### src/rtl/cpu_pkg.sv
// ============================================================================
//  Module      : cpu_pkg
//  Description : Shared types and instruction-field constants for the
//                fetch/decode controller and its decoder.
//  Revision    : 1.0  initial release
// ============================================================================
`default_nettype none

package cpu_pkg;

    typedef enum logic [3:0] {
        OPC_NOP  = 4'd0,
        OPC_ADD  = 4'd1,
        OPC_SUB  = 4'd2,
        OPC_AND  = 4'd3,
        OPC_OR   = 4'd4,
        OPC_MOV  = 4'd5,
        OPC_JMP  = 4'd6,
        OPC_BNZ  = 4'd7,
        OPC_HALT = 4'd15
    } opcode_e;

    typedef enum logic [2:0] {
        ALU_ADD = 3'd0,
        ALU_SUB = 3'd1,
        ALU_AND = 3'd2,
        ALU_OR  = 3'd3,
        ALU_MOV = 3'd4
    } alu_op_e;

    typedef enum logic [2:0] {
        S_IDLE   = 3'd0,
        S_FETCH  = 3'd1,
        S_DECODE = 3'd2,
        S_EXEC   = 3'd3,
        S_HALT   = 3'd4
    } state_e;

    localparam int OPC_MSB = 15;
    localparam int OPC_LSB = 12;
    localparam int RD_MSB  = 11;
    localparam int RD_LSB  = 10;
    localparam int RS1_MSB = 9;
    localparam int RS1_LSB = 8;
    localparam int RS2_MSB = 7;
    localparam int RS2_LSB = 6;
    localparam int TGT_MSB = 5;
    localparam int TGT_LSB = 0;

endpackage

`default_nettype wire

### src/rtl/fetch_decode_ctrl_if.sv
// ============================================================================
//  Module      : fetch_decode_ctrl_if
//  Description : Instruction-memory, register-file and status signals of the
//                fetch/decode controller.
//  Revision    : 1.0  initial release
// ============================================================================
`default_nettype none

interface fetch_decode_ctrl_if #(
    parameter int IM_ADDR_W  = 6,
    parameter int INSTR_W    = 16,
    parameter int REGF_WIDTH = 16
);
    logic                  start;
    logic [IM_ADDR_W-1:0]  im_addr;
    logic                  im_en;
    logic [INSTR_W-1:0]    im_rdata;
    logic [REGF_WIDTH-1:0] reg_out_op1;
    logic [1:0]            rs1;
    logic [1:0]            rs2;
    logic [1:0]            rd;
    logic [2:0]            alu_op;
    logic                  reg_we;
    logic                  halted;
    logic [15:0]           retired;

    modport master (
        input  start, im_rdata, reg_out_op1,
        output im_addr, im_en, rs1, rs2, rd, alu_op, reg_we, halted, retired
    );

    modport slave (
        output start, im_rdata, reg_out_op1,
        input  im_addr, im_en, rs1, rs2, rd, alu_op, reg_we, halted, retired
    );
endinterface

`default_nettype wire

### src/rtl/fetch_decode_ctrl_instr_decoder.sv
// ============================================================================
//  Module      : instr_decoder
//  Description : Combinational IR decode into register selects, ALU op and
//                instruction-class flags.
//  Revision    : 1.0  initial release
// ============================================================================
`default_nettype none

module instr_decoder
    import cpu_pkg::*;
(
    input  logic [15:0] i_ir,
    output logic [1:0]  o_rs1,
    output logic [1:0]  o_rs2,
    output logic [1:0]  o_rd,
    output logic [5:0]  o_target,
    output alu_op_e     o_alu_op,
    output logic        o_is_wr,
    output logic        o_is_jmp,
    output logic        o_is_bnz,
    output logic        o_is_halt
);
    logic [3:0] w_opc;

    assign w_opc    = i_ir[OPC_MSB:OPC_LSB];
    assign o_rs1    = i_ir[RS1_MSB:RS1_LSB];
    assign o_rs2    = i_ir[RS2_MSB:RS2_LSB];
    assign o_rd     = i_ir[RD_MSB:RD_LSB];
    assign o_target = i_ir[TGT_MSB:TGT_LSB];

    // Reserved opcodes fall into the default arm and behave as NOP.
    always_comb begin
        o_alu_op  = ALU_ADD;
        o_is_wr   = 1'b0;
        o_is_jmp  = 1'b0;
        o_is_bnz  = 1'b0;
        o_is_halt = 1'b0;
        case (w_opc)
            OPC_ADD:  begin o_alu_op = ALU_ADD; o_is_wr = 1'b1; end
            OPC_SUB:  begin o_alu_op = ALU_SUB; o_is_wr = 1'b1; end
            OPC_AND:  begin o_alu_op = ALU_AND; o_is_wr = 1'b1; end
            OPC_OR:   begin o_alu_op = ALU_OR;  o_is_wr = 1'b1; end
            OPC_MOV:  begin o_alu_op = ALU_MOV; o_is_wr = 1'b1; end
            OPC_JMP:  o_is_jmp  = 1'b1;
            OPC_BNZ:  o_is_bnz  = 1'b1;
            OPC_HALT: o_is_halt = 1'b1;
            default:  ;
        endcase
    end

endmodule

`default_nettype wire

### src/rtl/fetch_decode_ctrl.sv
// ============================================================================
//  Module      : fetch_decode_ctrl
//  Description : Multi-cycle fetch/decode/execute controller owning the PC,
//                IR and retired-instruction counter.
//  Revision    : 1.0  initial release
// ============================================================================
`default_nettype none

module fetch_decode_ctrl
    import cpu_pkg::*;
#(
    parameter int IM_ADDR_W  = 6,
    parameter int INSTR_W    = 16,
    parameter int REGF_WIDTH = 16
) (
    input  logic                clk,
    input  logic                rst,
    fetch_decode_ctrl_if.master bus
);
    state_e               r_state;
    state_e               w_state_nxt;
    logic [IM_ADDR_W-1:0] r_pc;
    logic [IM_ADDR_W-1:0] w_pc_nxt;
    logic [IM_ADDR_W-1:0] w_pc_inc;
    logic [IM_ADDR_W-1:0] w_target;
    logic [INSTR_W-1:0]   r_ir;
    logic [15:0]          r_retired;

    logic                 w_ld_ir;
    logic                 w_exec;
    logic                 w_im_en;
    logic                 w_reg_we;
    logic                 w_halted;
    logic [2:0]           w_alu_op;
    logic                 w_op1_nz;

    logic [1:0]           w_rs1;
    logic [1:0]           w_rs2;
    logic [1:0]           w_rd;
    logic [5:0]           w_tgt_field;
    alu_op_e              w_dec_alu;
    logic                 w_is_wr;
    logic                 w_is_jmp;
    logic                 w_is_bnz;
    logic                 w_is_halt;

    instr_decoder u_dec (
        .i_ir      (r_ir[15:0]),
        .o_rs1     (w_rs1),
        .o_rs2     (w_rs2),
        .o_rd      (w_rd),
        .o_target  (w_tgt_field),
        .o_alu_op  (w_dec_alu),
        .o_is_wr   (w_is_wr),
        .o_is_jmp  (w_is_jmp),
        .o_is_bnz  (w_is_bnz),
        .o_is_halt (w_is_halt)
    );

    // Size cast zero-extends the 6-bit target for wider PCs, truncates for narrower.
    assign w_target = IM_ADDR_W'(w_tgt_field);
    assign w_pc_inc = r_pc + IM_ADDR_W'(1);
    assign w_op1_nz = |bus.reg_out_op1;

    always_ff @(posedge clk or negedge rst) begin
        if (!rst) begin
            r_state   <= S_IDLE;
            r_pc      <= '0;
            r_ir      <= '0;
            r_retired <= '0;
        end else begin
            r_state <= w_state_nxt;
            r_pc    <= w_pc_nxt;
            if (w_ld_ir) begin
                r_ir <= bus.im_rdata;
            end
            if (w_exec && (r_retired != 16'hFFFF)) begin
                r_retired <= r_retired + 16'd1;
            end
        end
    end

    always_comb begin
        w_state_nxt = r_state;
        w_pc_nxt    = r_pc;
        w_ld_ir     = 1'b0;
        w_exec      = 1'b0;
        w_im_en     = 1'b0;
        w_reg_we    = 1'b0;
        w_halted    = 1'b0;
        w_alu_op    = 3'd0;
        case (r_state)
            S_IDLE: begin
                if (bus.start) begin
                    w_state_nxt = S_FETCH;
                end
            end
            S_FETCH: begin
                w_im_en     = 1'b1;
                w_state_nxt = S_DECODE;
            end
            S_DECODE: begin
                w_ld_ir     = 1'b1;
                w_state_nxt = S_EXEC;
            end
            S_EXEC: begin
                w_exec   = 1'b1;
                w_alu_op = w_dec_alu;
                w_reg_we = w_is_wr;
                if (w_is_halt) begin
                    w_state_nxt = S_HALT;
                end else begin
                    w_state_nxt = S_FETCH;
                    if (w_is_jmp || (w_is_bnz && w_op1_nz)) begin
                        w_pc_nxt = w_target;
                    end else begin
                        w_pc_nxt = w_pc_inc;
                    end
                end
            end
            S_HALT: begin
                w_halted = 1'b1;
            end
            default: begin
                w_state_nxt = S_IDLE;
            end
        endcase
    end

    assign bus.im_addr = r_pc;
    assign bus.im_en   = w_im_en;
    assign bus.rs1     = w_rs1;
    assign bus.rs2     = w_rs2;
    assign bus.rd      = w_rd;
    assign bus.alu_op  = w_alu_op;
    assign bus.reg_we  = w_reg_we;
    assign bus.halted  = w_halted;
    assign bus.retired = r_retired;

endmodule

`default_nettype wire
### src/flat_wrapper.sv
// flat-port wrapper written by rule: the top's interface ports become plain ports
module fetch_decode_ctrl_flat import cpu_pkg::*;
#(
    parameter int IM_ADDR_W  = 6,
    parameter int INSTR_W    = 16,
    parameter int REGF_WIDTH = 16
)
  (clk, rst, bus_start, bus_im_rdata, bus_reg_out_op1, bus_im_addr, bus_im_en, bus_rs1, bus_rs2, bus_rd, bus_alu_op, bus_reg_we, bus_halted, bus_retired);
  fetch_decode_ctrl_if #(.IM_ADDR_W(IM_ADDR_W), .INSTR_W(INSTR_W), .REGF_WIDTH(REGF_WIDTH)) bus_i ();
  input  logic clk;
  input  logic rst;
  input wire logic [$bits(bus_i.start)-1:0] bus_start;
  input wire logic [$bits(bus_i.im_rdata)-1:0] bus_im_rdata;
  input wire logic [$bits(bus_i.reg_out_op1)-1:0] bus_reg_out_op1;
  output wire logic [$bits(bus_i.im_addr)-1:0] bus_im_addr;
  output wire logic [$bits(bus_i.im_en)-1:0] bus_im_en;
  output wire logic [$bits(bus_i.rs1)-1:0] bus_rs1;
  output wire logic [$bits(bus_i.rs2)-1:0] bus_rs2;
  output wire logic [$bits(bus_i.rd)-1:0] bus_rd;
  output wire logic [$bits(bus_i.alu_op)-1:0] bus_alu_op;
  output wire logic [$bits(bus_i.reg_we)-1:0] bus_reg_we;
  output wire logic [$bits(bus_i.halted)-1:0] bus_halted;
  output wire logic [$bits(bus_i.retired)-1:0] bus_retired;
  assign bus_i.start = bus_start;
  assign bus_i.im_rdata = bus_im_rdata;
  assign bus_i.reg_out_op1 = bus_reg_out_op1;
  assign bus_im_addr = bus_i.im_addr;
  assign bus_im_en = bus_i.im_en;
  assign bus_rs1 = bus_i.rs1;
  assign bus_rs2 = bus_i.rs2;
  assign bus_rd = bus_i.rd;
  assign bus_alu_op = bus_i.alu_op;
  assign bus_reg_we = bus_i.reg_we;
  assign bus_halted = bus_i.halted;
  assign bus_retired = bus_i.retired;
  fetch_decode_ctrl #(.IM_ADDR_W(IM_ADDR_W), .INSTR_W(INSTR_W), .REGF_WIDTH(REGF_WIDTH)) u_core (.clk(clk), .rst(rst), .bus(bus_i));
endmodule
### config.mk
export PLATFORM = sky130hd
export DESIGN_NAME = fetch_decode_ctrl_flat
export DESIGN_NICKNAME = d
export VERILOG_FILES = /design/src/rtl/cpu_pkg.sv /design/src/rtl/fetch_decode_ctrl_if.sv /design/src/rtl/fetch_decode_ctrl_instr_decoder.sv /design/src/rtl/fetch_decode_ctrl.sv /design/src/flat_wrapper.sv
export SDC_FILE = /design/constraint.sdc
export NUM_CORES = 1
export LEC_CHECK = 0
export ABC_AREA = 1
export CORE_MARGIN = 2
export CORE_UTILIZATION = 50
export DETAILED_ROUTE_END_ITERATION = 12
export GPL_ROUTABILITY_DRIVEN = 0
export PLACE_DENSITY = 0.86
export SETUP_SLACK_MARGIN = 0.4
export SLEW_MARGIN = 10
export SYNTH_ARGS = -nofsm -noshare
export SYNTH_HDL_FRONTEND = slang
export SYNTH_SLANG_ARGS = --single-unit
### constraint.sdc
create_clock -name clk -period 3 [get_ports clk]
set_input_delay 0.3 -clock clk [delete_from_list [all_inputs] [get_ports clk]]
set_output_delay 0.3 -clock clk [all_outputs]
set_load 0.05 [all_outputs]
---- Yosys cells after proc, flatten, opt, wreduce, memory -nomap -nowiden ----
Index checks and enable logic that the tools add are counted.
storage, ports and cells
  bits in registers ....................... 41
  latch bits .............................. 0
  RAM bits ................................ 0
  memory bits (read-only) ................. 0
  input bits .............................. 35
  memories kept ........................... 0
operators by class
  $add $sub $neg .......................... 2
  $mul .................................... 0
  divide/modulo/power cells ............... 0
  magnitude comparators ................... 0
  eq/ne operators ......................... 14
  shift-type cells ........................ 0
  muxes and demuxes ....................... 15
  bitwise logic cells ..................... 2
  reduce and logical (&&, ||, !) cells .... 8
operators with widths
  kind                   count
  $add 16x1->16 const B  1
  $eq 4x3->1 const B     4
  $ne 16x16->1 const B   1
  $reduce_or 16->1       1
  $pmux 3 s5             1
  $pmux 3 s4             1
  $mux 1                 9
  $mux 3                 3
  $eq 4x2->1 const B     2
  $add 6x1->6 const B    1
  $eq 3x2->1 const B     2
  $mux 6                 1
  $reduce_or 5->1        1
  $eq 4x1->1 const B     1
  $eq 4x4->1 const B     1
  $reduce_and 2->1       2
  $eq 3x1->1 const B     1
  $eq 3x3->1 const B     1
  $logic_not 3->1        1
  $logic_and 1x1->1      2
  $ne 2x2->1 const B     1
  $not 1->1              2
  $logic_or 1x1->1       1

---- Longest topological paths before layout ----
  depth in word-level cells ............... 5
  mapped depth ............................ 9

---- Hierarchy ----
From an unflattened synthesis, not the netlist that was laid out.
second synthesis, totals
  cells, all modules ...................... 303
  area, all modules ....................... 2,387.3 µm²
by module, submodules not included
  module             times used  cells each  area an instance (µm²)  seq. area each (µm²)
  fetch_decode_ctrl  1           267         2,198.4                 1,026.0
  instr_decoder      1           36          188.9                   0.0

---- Least setup slack after synthesis ----
No wires, ideal clock.
  path kind ............................... reg-to-output
  start ................................... register u_core.r_state[2]
  end ..................................... output port bus_alu_op[2]
  arrival ................................. 2.095 ns
  required time ........................... 2.700 ns
  slack ................................... 0.605 ns
  cell stages (with the launch flop) ...... 4
  cell sequence ........................... dfrtp_1 inv_1 nand3_1 nor4_1
between the ends
  longest elaborated chain between the ends .. 2
RTL lines
  item                      RTL line                 source
  start: declaration        fetch_decode_ctrl.sv:20  state_e r_state;
  start signal: assignment  fetch_decode_ctrl.sv:72  r_state <= w_state_nxt;
  $eq 3x2->1                fetch_decode_ctrl.sv:92  case (r_state)
  $mux 3                    fetch_decode_ctrl.sv:92
  end: declaration          flat_wrapper.sv:20       output wire logic [$bits(bus_i.alu_op)-1:0] bus_alu_op;
No other way between the ends.

---- Final worst setup path ----
Same ends and word-level chain as after synthesis.

==> run metrics <==
status=finished, final reports clean; cts repair resizes=0; Netlist cell types=26; io pins=69; slowest stage delay, CP=0.85 ns; syn nets=324; CTS max path bufs=2; # diodes=0; Lkg Pwr=1.420 nW; area occupied by registers=0.001026 mm^2; Via-to-Cell Ratio=4.983; Setup TNS Final=0 ns; chip width=70.93 um; Rows=24; Yosys top cell area share=0.4581; biggest area consumer among synthesized cells=dfrtp_1; maximum clock rate=414.0 MHz; origin of the critical flop-to-flop path=u_core.r_state[2]$_DFFE_PN0P_; Crit path depth=4; final hold vios=0; Hold WC Path Type=in2async; Buf+Inv Stages, Crit Path=2; Layout Cells excl Fill=406; synthesized instance count=287; share of cells above drive strength 1=0.06215; Die Y=70.93 um; H-tree depth=2; crit path time final=2.415 ns; number of global-route vias before repair=2008; Slew Limit Headroom=0.4041; buffers added on ports=68; first-pass GRT wire length=8.866 mm; clk_skew=0.005124 ns; Iter 0 DRT Violations=113; hold buffers post-CTS=0; core area=0.004324 mm^2; Multi-input gate area=0.001041 mm^2; die area=0.005030 mm^2; worst hold slack=0.1238 ns; Synth warnings=0; Final ANT Viol Nets=0; drt pass-1 iters=4; # setup viols final=0; Worst EP arrival=2.12 ns; RSZ-0062 raised after global routing=no; Worst Path Class, Setup=reg2out; startpoint types=flip-flop; number of synthesized register bits=41; total number of vias=2023; Final period util=0.8051; Critical Path Start=u_core.r_state[2]$_DFFE_PN0P_; critical path's top delay family=buffers and inverters; critical path peak fanout=6; pre-CTS setup slack=0.9175 ns; TritonCTS Sinks=41; Final #Nets=390; PwrDens=915.1 mW/mm^2; Critical Path Sink Type=primary output; initial antenna violation count=0; gr usage total=0.2239; Worst-Skew Late Latency=0.30 ns; main flop type after synthesis=dfrtp_1; total of max-cap violations=0; Max Transition Viols Final=0; Initial Utilization=0.5179; Core Util, Final=0.6965; number of fill cells=349; R2R cell count=6; sequential share of the synthesized area=0.4581; Post-Place Cells=398; most common cell in the netlist=nand2_1; CTS tree=yes; Max IR drop VDD=0.6665 mV; slew of the pin with the lowest slew margin=0.8938 ns; WP data required=2.70 ns; top cells by area, synth=dfrtp_1 46%, nand2_1 15%, nor2_1 6.7%; ys async rst share=1.000; drt total wl=5.158 mm; R2R Path End=u_core.bus.im_addr[0]$_DFFE_PN0P_; Synth-to-Final Area Change=34.47%; # DRC=0; worst-path cell chain=inv_1 -> nand3_1 -> nor4_1 -> clkdlybuf4s50_1; wire per inst=12.70 um; maximum number of pins on one net before global-route repair=42; Synth Cell Area=0.002240 mm^2; Post-CTS Setup Inserts=0; DP HPWL=3.846 mm; grt total ovfl=0; number of flops mapped to enable cells by yosys=0; total CTS buffers=5; Syn Area/Cell=7.804 um^2; synth cell count leaders=90 x nand2_1, 41 x dfrtp_1, 40 x nor2_1; slowest CP cell=clkdlybuf4s50_1; CTS clock-pin slew for the worst setup and hold paths=0.08 ns; Worst Slack Setup Final=0.5846 ns; Root Buffer=clkbuf_8; R2R Setup Slk=1.27 ns
==> flip-flops by register name, indices dropped and copies added, names as in the netlist <==
name,cells
u_core.bus.retired,16
u_core.r_ir,16
u_core.bus.im_addr,6
u_core.r_state,3
==> kinds of logic (layout without fill, tap and decap cells) <==
| logic type | Yosys count | count (layout) | share of synthesized area |
|---|---|---|---|
| buffers and inverters | 36 | 103 | 0.07709 |
| XOR/XNOR | 16 | 16 | 0.06257 |
| AO/OA/AOI/OAI | 20 | 20 | 0.04637 |
| adder cells (fa/ha/maj) | 2 | 2 | 0.01117 |
| AND/OR/NAND/NOR | 166 | 166 | 0.3145 |
| multiplexers | 6 | 6 | 0.03017 |
| flip-flops | 41 | 41 | 0.4581 |
==> layout by cell type, fill, tap and decap left out <==
cell / n
nand2_1: 90
clkdlybuf4s50_1: 67
dfrtp_1: 41
nor2_1: 40
inv_1: 25
nand3_1: 25
a21oi_1: 13
xor2_1: 9
xnor2_1: 7
o21ai_0: 6
mux2_2: 6
clkbuf_8: 6
nand4_1: 2
nand3_2: 2
ha_1: 2
nor4_1: 1
a41oi_1: 1
nand2_2: 1
nor3_4: 1
nor3_1: 1
nand2_4: 1
inv_4: 1
and2_0: 1
nor3b_1: 1
clkinv_4: 1
clkinv_2: 1
buf_2: 1
buf_4: 1
==> per-stage QoR <==
step / total power (W) / instance area (um^2)
2_1_floorplan: 0.001999 / 2240
3_3_place_gp: 0.002334 / 2915
3_5_place_dp: 0.002391 / 2915
4_1_cts: 0.002779 / 3012
5_1_grt: 0.002960 / 3012
6_report: 0.002756 / 3012
==> power breakdown <==
group | switching (W) | total (W) | internal (W) | leakage (nW)
Clock | 0.000194 | 0.000380 | 0.000186 | 0.0512
Sequential | 0.000164 | 0.000913 | 0.000748 | 0.509
Combinational | 0.000954 | 0.00146 | 0.000509 | 0.859
Total | 0.00131 | 0.00276 | 0.00144 | 1.42
==> area by class of cell <==
| class | count | area share |
|---|---|---|
| flip-flops and latches | 41 | 0.3407 |
| multi-input cells | 210 | 0.3457 |
| well taps | 52 | 0.02160 |
| repair buffers | 69 | 0.2268 |
| clock buffers | 6 | 0.02742 |
| inverters | 26 | 0.03324 |
| clock inverters | 2 | 0.004570 |
==> metal layers <==
| metal | GRT usage | wire length, um |
|---|---|---|
| met5 | 0 | 0 |
| met3 | 0.05840 | 349 |
| met4 | 0.08386 | 86 |
| met2 | 0.3915 | 2529 |
| met1 | 0.2647 | 2193 |
==> worst max path at each step <==
stage	endpoint	slack, ns
floorplan	bus_alu_op[2]	0.60
global placement	bus_alu_op[2]	0.97
detailed placement	bus_alu_op[2]	0.92
CTS	bus_alu_op[2]	0.58
global route	bus_alu_op[2]	0.46
finish	bus_alu_op[2]	0.58
No activity file was read; power rests on OpenSTA's default activity.
